$ cat config.mk
export PLATFORM = sky130hd
export DESIGN_NAME = bcd_subtractor_serial
export DESIGN_NICKNAME = d
export VERILOG_FILES = /design/src/rtl/bcd_pkg.sv /design/src/rtl/bcd_sub_1dgt.sv /design/src/rtl/bcd_subtractor_serial.sv
export SDC_FILE = /design/constraint.sdc
export NUM_CORES = 1
export LEC_CHECK = 0
export CORE_MARGIN = 3
export CORE_UTILIZATION = 35
export CTS_BUF_LIST = sky130_fd_sc_hd__clkbuf_2
export DETAILED_ROUTE_END_ITERATION = 12
export DONT_BUFFER_PORTS = 1
export PLACE_DENSITY = 0.63
export SYNTH_ARGS = -nofsm -noshare
export SYNTH_HDL_FRONTEND = slang
export SYNTH_SLANG_ARGS = --single-unit
$ cat constraint.sdc
create_clock -name clk -period 3 [get_ports clk]
set_input_delay 0.6 -clock clk [delete_from_list [all_inputs] [get_ports clk]]
set_output_delay 0.6 -clock clk [all_outputs]
set_load 0.01 [all_outputs]
$ cat src/rtl/bcd_pkg.sv
// bcd_pkg
// Shared types and constants for the decimal arithmetic unit.
// Provides the BCD digit type, the serial subtractor state encoding,
// the decimal radix and largest legal digit, and a digit-validity helper.
package bcd_pkg;

  typedef logic [3:0] bcd_digit_t;

  typedef enum logic [1:0] {
    IDLE = 2'd0,
    SUB  = 2'd1,
    FIX  = 2'd2,
    DONE = 2'd3
  } bcd_state_e;

  localparam int         BCD_RADIX     = 10;
  localparam bcd_digit_t BCD_MAX_DIGIT = 4'd9;

  // A nibble above 9 is not a decimal digit.
  function automatic logic bcdDigitInvalid(input bcd_digit_t d);
    return d > BCD_MAX_DIGIT;
  endfunction

endpackage

$ cat src/rtl/bcd_sub_1dgt.sv
// bcd_sub_1dgt
// Combinational single-digit BCD subtract step: t = x - y - borrow_in.
// A negative t is folded back into 0..9 by adding the radix and raises
// borrow_out.
// Ports:
//   x          in  4  minuend digit
//   y          in  4  subtrahend digit
//   borrow_in  in  1  borrow from the next lower digit
//   digit      out 4  result digit
//   borrow_out out 1  borrow into the next higher digit
module bcd_sub_1dgt
  import bcd_pkg::*;
(
  input  bcd_digit_t x,
  input  bcd_digit_t y,
  input  logic       borrow_in,
  output bcd_digit_t digit,
  output logic       borrow_out
);

  // Five bits hold every case, including non-decimal nibbles
  // (range -16..15), so bit 4 is an exact sign bit.
  logic [4:0] rawDiff;

  assign rawDiff    = {1'b0, x} - {1'b0, y} - {4'b0000, borrow_in};
  assign borrow_out = rawDiff[4];
  assign digit      = rawDiff[4] ? (rawDiff[3:0] + 4'(BCD_RADIX)) : rawDiff[3:0];

endmodule

$ cat src/rtl/bcd_subtractor_serial.sv
// bcd_subtractor_serial
// Digit-serial packed-BCD subtractor returning |a - b| and a sign flag,
// one digit per clock, least significant digit first. A negative raw
// result is turned into its magnitude by a second tens-complement pass
// (10^DIGITS - raw) through the same digit step.
// Optional feature macro: BCD_SUB_INVALID_CHECK_EN -- when defined, any
// operand nibble above 9 at start is flagged and reported through err
// (with diff=0, neg=0); when undefined, err is always 0.
// Ports:
//   clk   in  1          rising-edge clock
//   rst   in  1          synchronous active-high reset
//   start in  1          operation request, sampled only in IDLE
//   a     in  4*DIGITS   minuend, packed BCD
//   b     in  4*DIGITS   subtrahend, packed BCD
//   busy  out 1          high while digits are being processed
//   done  out 1          one-cycle pulse when diff/neg/err are valid
//   diff  out 4*DIGITS   |a - b| in BCD, held until the next result
//   neg   out 1          1 when a < b
//   err   out 1          invalid-digit flag
module bcd_subtractor_serial
  import bcd_pkg::*;
#(
  parameter int DIGITS = 4
) (
  input  logic                clk,
  input  logic                rst,
  input  logic                start,
  input  logic [4*DIGITS-1:0] a,
  input  logic [4*DIGITS-1:0] b,
  output logic                busy,
  output logic                done,
  output logic [4*DIGITS-1:0] diff,
  output logic                neg,
  output logic                err
);

  localparam int W  = 4 * DIGITS;
  localparam int IW = (DIGITS > 1) ? $clog2(DIGITS) : 1;
  localparam logic [IW-1:0] LAST_IDX = IW'(DIGITS - 1);

  bcd_state_e    state_q;
  logic [W-1:0]  aSh_q, bSh_q, res_q;
  logic [W-1:0]  aSh_d, bSh_d, res_d;
  logic [IW-1:0] idx_q;
  logic          borrow_q;
  logic          negPending_q;
  logic          busy_q, done_q, neg_q, err_q;
  logic [W-1:0]  diff_q;

  bcd_digit_t    subX, subY, subDigit;
  logic          subBorrow;
  logic          errNow;

  // The shared digit step: SUB consumes operand digits, FIX subtracts the
  // raw result from zero. Both read the low nibble of the shift registers.
  always_comb begin
    subX = aSh_q[3:0];
    subY = bSh_q[3:0];
    if (state_q == FIX) begin
      subX = '0;
      subY = res_q[3:0];
    end
  end

  bcd_sub_1dgt u_digit (
    .x          (subX),
    .y          (subY),
    .borrow_in  (borrow_q),
    .digit      (subDigit),
    .borrow_out (subBorrow)
  );

  // Operands shift down one digit per step; each new result digit enters
  // at the top, so after DIGITS steps the result sits in natural order and
  // the FIX pass can re-read it from the bottom in the same way.
  always_comb begin
    aSh_d = aSh_q >> 4;
    bSh_d = bSh_q >> 4;
    res_d = (res_q >> 4) | (W'(subDigit) << (W - 4));
  end

`ifdef BCD_SUB_INVALID_CHECK_EN
  logic errSticky_q;
  logic startInvalid_d;

  always_comb begin
    startInvalid_d = 1'b0;
    for (int i = 0; i < DIGITS; i++) begin
      if (bcdDigitInvalid(a[4*i +: 4]) || bcdDigitInvalid(b[4*i +: 4])) begin
        startInvalid_d = 1'b1;
      end
    end
  end

  assign errNow = errSticky_q;
`else
  assign errNow = 1'b0;
`endif

  // Control FSM and all datapath registers. Outputs are updated only in
  // DONE, so diff/neg/err stay stable through the next operation.
  always_ff @(posedge clk) begin
    if (rst) begin
      state_q      <= IDLE;
      aSh_q        <= '0;
      bSh_q        <= '0;
      res_q        <= '0;
      idx_q        <= '0;
      borrow_q     <= 1'b0;
      negPending_q <= 1'b0;
      busy_q       <= 1'b0;
      done_q       <= 1'b0;
      diff_q       <= '0;
      neg_q        <= 1'b0;
      err_q        <= 1'b0;
`ifdef BCD_SUB_INVALID_CHECK_EN
      errSticky_q  <= 1'b0;
`endif
    end else begin
      case (state_q)
        IDLE: begin
          done_q <= 1'b0;
          if (start) begin
            aSh_q        <= a;
            bSh_q        <= b;
            res_q        <= '0;
            idx_q        <= '0;
            borrow_q     <= 1'b0;
            negPending_q <= 1'b0;
            busy_q       <= 1'b1;
            state_q      <= SUB;
`ifdef BCD_SUB_INVALID_CHECK_EN
            errSticky_q  <= startInvalid_d;
`endif
          end
        end

        SUB: begin
          aSh_q    <= aSh_d;
          bSh_q    <= bSh_d;
          res_q    <= res_d;
          borrow_q <= subBorrow;
          if (idx_q == LAST_IDX) begin
            idx_q <= '0;
            // A final borrow means a < b; flagged operands never take the
            // correction pass because their result is discarded anyway.
            if (subBorrow && !errNow) begin
              borrow_q <= 1'b0;
              state_q  <= FIX;
            end else begin
              busy_q       <= 1'b0;
              negPending_q <= 1'b0;
              state_q      <= DONE;
            end
          end else begin
            idx_q <= idx_q + 1'b1;
          end
        end

        FIX: begin
          res_q    <= res_d;
          borrow_q <= subBorrow;
          if (idx_q == LAST_IDX) begin
            idx_q        <= '0;
            busy_q       <= 1'b0;
            negPending_q <= 1'b1;
            state_q      <= DONE;
          end else begin
            idx_q <= idx_q + 1'b1;
          end
        end

        DONE: begin
          done_q  <= 1'b1;
          diff_q  <= errNow ? '0 : res_q;
          neg_q   <= errNow ? 1'b0 : negPending_q;
          err_q   <= errNow;
          state_q <= IDLE;
        end

        default: state_q <= IDLE;
      endcase
    end
  end

  assign busy = busy_q;
  assign done = done_q;
  assign diff = diff_q;
  assign neg  = neg_q;
  assign err  = err_q;

endmodule

==> flow_summary.toml <==
[critical_path]
worst_ep_arrival_time_ns = 3.31
critPathBufInv = 2
cp-start-kind = "flip-flop"
crit_required_ns = 3.45
cp_common_cell = "a21oi_1"
max_stage_delay_ns = 0.47
worst_r2r_path_depth = 12
r2r_end = "res_q[14]$_SDFFE_PP0P_"
crit_chain = "inv_1 > ha_1 > mux2_2 > fa_1 > inv_2 > fa_2 > ha_4 > o22a_1 > o22ai_1 > a211oi_1 > a21oi_1 > a21oi_1"
r2r-start = "state_q[0]$_SDFFE_PP0P_"
worstSetupEndpointType = "flip-flop"
slowest_stage = "fa_2"
r2r_slack_ns = 0.14
crit_family = "adder cells"
path_class = "reg2reg"
path_max_fanout = 3

[power_and_ir_drop]
pwr-share-comb_pct = 51.5
seqPwrFrac_pct = 32.8
power.leakage_nw = 1.307
cellPowerDensity_nw_per_um2 = 1118
clkPwrFrac_pct = 15.7
vdd_ir_drop_max_v = 0.0004003
switching_share_pct = 40.38
p_sw_mw = 1.608
p_int_mw = 2.374

[min_path]
holdCritPathClass = "in2reg"
hold_depth = 1
min_to = "aSh_q[5]$_SDFFE_PP0P_"
holdCritStartpoint = "rst"

[routing]
ant_nets = 0
wl_um = 6587
viasPerCell = 5.023
vias = 2361
drt_iter0_drc = 74
drc = 0
first_pass_iters = 4
post_drt_wl_per_cell_um = 14.01

[synthesis]
ys_types = 46
synth_nets = 391
synth_top_cell_area_share_pct = 44.03
async_flop_share_pct = 0
synth_seq_cells = 73
synth_area_um2 = 3319
ys_seq_area_share_pct = 44.03
netlist_top_cells_count = "dfxtp_1, nor2_1, mux2i_1"
synth_area_leaders = "dfxtp_1, mux2i_1, nor2_1"
synth_warnings = 0
synth_flop_cell = "dfxtp_1"
synth-edff-count = 0
syn_avg_cell_area_um2 = 9.678
synth_cells = 343
synth_top_area_cell = "dfxtp_1"

[sta]
period_needed_ns = 2.859
setup_viol = 0
fmax_ghz = 0.3498
rsz0062_at_grt = "no"
slew_violations = 0
min_period_over_period_pct = 95.30
setup_tns_ns = 0
slew-limit-headroom_pct = 58.46
hold_violations = 0
worst_pin_slew_ns = 0.6190
clock_skew_ns = 0.02890

[floorplanning]
fp.dieH_um = 103.4
ios = 55
initial_core_util_pct = 36.98
die_w_um = 103.4
core_um2 = 8976
die_area_um2 = 10690
row_count = 34

[placed_design]
placed_area_um2 = 3383
finalWeightedCongestion = 0.7384
portBuffers = 0
hpwl_um = 4541

[global_routing]
grt-ovfl-total = 0
antenna_found_initial = 0
grt_pass1_vias = 2295
grt_util_all_layers_pct = 13.21
grt_pass1_wl_um = 11080
grt_start_max_net_pins = 73

[cells_and_area]
fin_nets = 387
fin_area_um2 = 3561
drive_above_1_share_pct = 12.79
syn_to_final_growth_pct = 7.275
antenna_cells = 0

[run]
cap_violations = 0

[cts]
clockRootBuffer = "clkbuf_2"
numClockSinks = 73
cts_tree = "built"
clk_pin_slew_ns = 0.21
cts-hold-fix-buffers = 0
clock_latency_ns = 0.50
htreeDepth = 3
cts_buffers = 9
clk_path_buf_depth = 2

[run_status]
status = "finished, final reports clean"
==> layout make-up <==
class | count | area (um^2)
clock inverter | 7 | 93.84
inverter | 10 | 37.54
clock buffer | 9 | 45.04
timing repair buffer | 10 | 75.07
tap | 126 | 157.7
sequential | 73 | 1463
multi-input combinational | 235 | 1689
fill | 904 | 5415
==> state kept, by name (all words and copies together), names as in the netlist <==
signal and cells:
done 1, busy 1, bSh_q 16, neg 1, idx_q 2, negPending_q 1, res_q 16, borrow_q 1
diff 16, aSh_q 16, state_q 2
==> power by group through the flow <==
stage | registers (mW) | logic, mW | clock network (mW)
finish | 1.31 | 2.05 | 0.627
detailed placement | 1.33 | 1.92 | 0
CTS | 1.31 | 1.93 | 0.649
floorplan | 1.30 | 1.70 | 0
global placement | 1.33 | 1.86 | 0
global route | 1.34 | 2.34 | 0.686
==> placed cells by master (no fill, tap or decap), drive strengths merged, types with 4 or more instances in the layout <==
cell / count
nor2: 73
dfxtp: 73
mux2i: 46
a211oi: 26
a22oi: 21
inv: 11
ha: 11
buf: 10
a21oi: 10
clkbuf: 9
nand2: 5
nand2b: 5
o21ai: 5
nand3: 4
mux2: 4
==> timing repair <==
| item | 4_1_cts | 5_1_grt |
|---|---|---|
| setup endpoints to repair | 0 | 3 |
| buffers inserted | 0 | 2 |
| resized for setup | 0 | 5 |
==> worst max-delay path by stage <==
stage	startpoint	end	cells past startpoint	slack, ns
3_5_place_dp	state_q[0]$_SDFFE_PP0P_	busy$_SDFFE_PP0P_	12	0.07
3_3_place_gp	state_q[0]$_SDFFE_PP0P_	res_q[14]$_SDFFE_PP0P_	12	0.14
6_report	state_q[0]$_SDFFE_PP0P_	res_q[14]$_SDFFE_PP0P_	12	0.14
4_1_cts	state_q[0]$_SDFFE_PP0P_	res_q[14]$_SDFFE_PP0P_	12	0.04
5_1_grt	state_q[0]$_SDFFE_PP0P_	res_q[14]$_SDFFE_PP0P_	12	0.008
2_1_floorplan	state_q[0]$_SDFFE_PP0P_	res_q[14]$_SDFFE_PP0P_	13	0.006
==> per-layer routing <==
metal | up-vias | wire length (um) | GRT usage (%)
met1 | 1089 | 3131 | 16.87
li1 | 1201 | - | -
met2 | 60 | 2776 | 19.46
met4 | 0 | 96 | 4.582
met5 | - | 0 | 0
met3 | 11 | 583 | 6.372
==> stage by stage <==
step,setup slack [ns],total power [mW],std cells,hold slack (ns),util [%]
global placement,0.1434,3.183,452,0.4579,37.69
CTS,0.04234,3.882,468,0.07886,39.24
finish,0.1411,3.982,470,0.1480,39.67
floorplan,0.006235,3.000,343,0.4344,-
global route,0.007514,4.367,470,0.07688,39.67
detailed placement,0.07220,3.253,452,0.4640,37.69
==> kinds of logic after synthesis <==
logic type	synth area share [%]
AND/OR/NAND/NOR	12.85
flip-flops	44.03
AO/OA/AOI/OAI	15.00
multiplexers	15.45
buffers and inverters	5.918
adder cells (fa/ha/maj)	5.352
XOR/XNOR	1.282
other	0.1130
(Power assumes the default switching activity.)
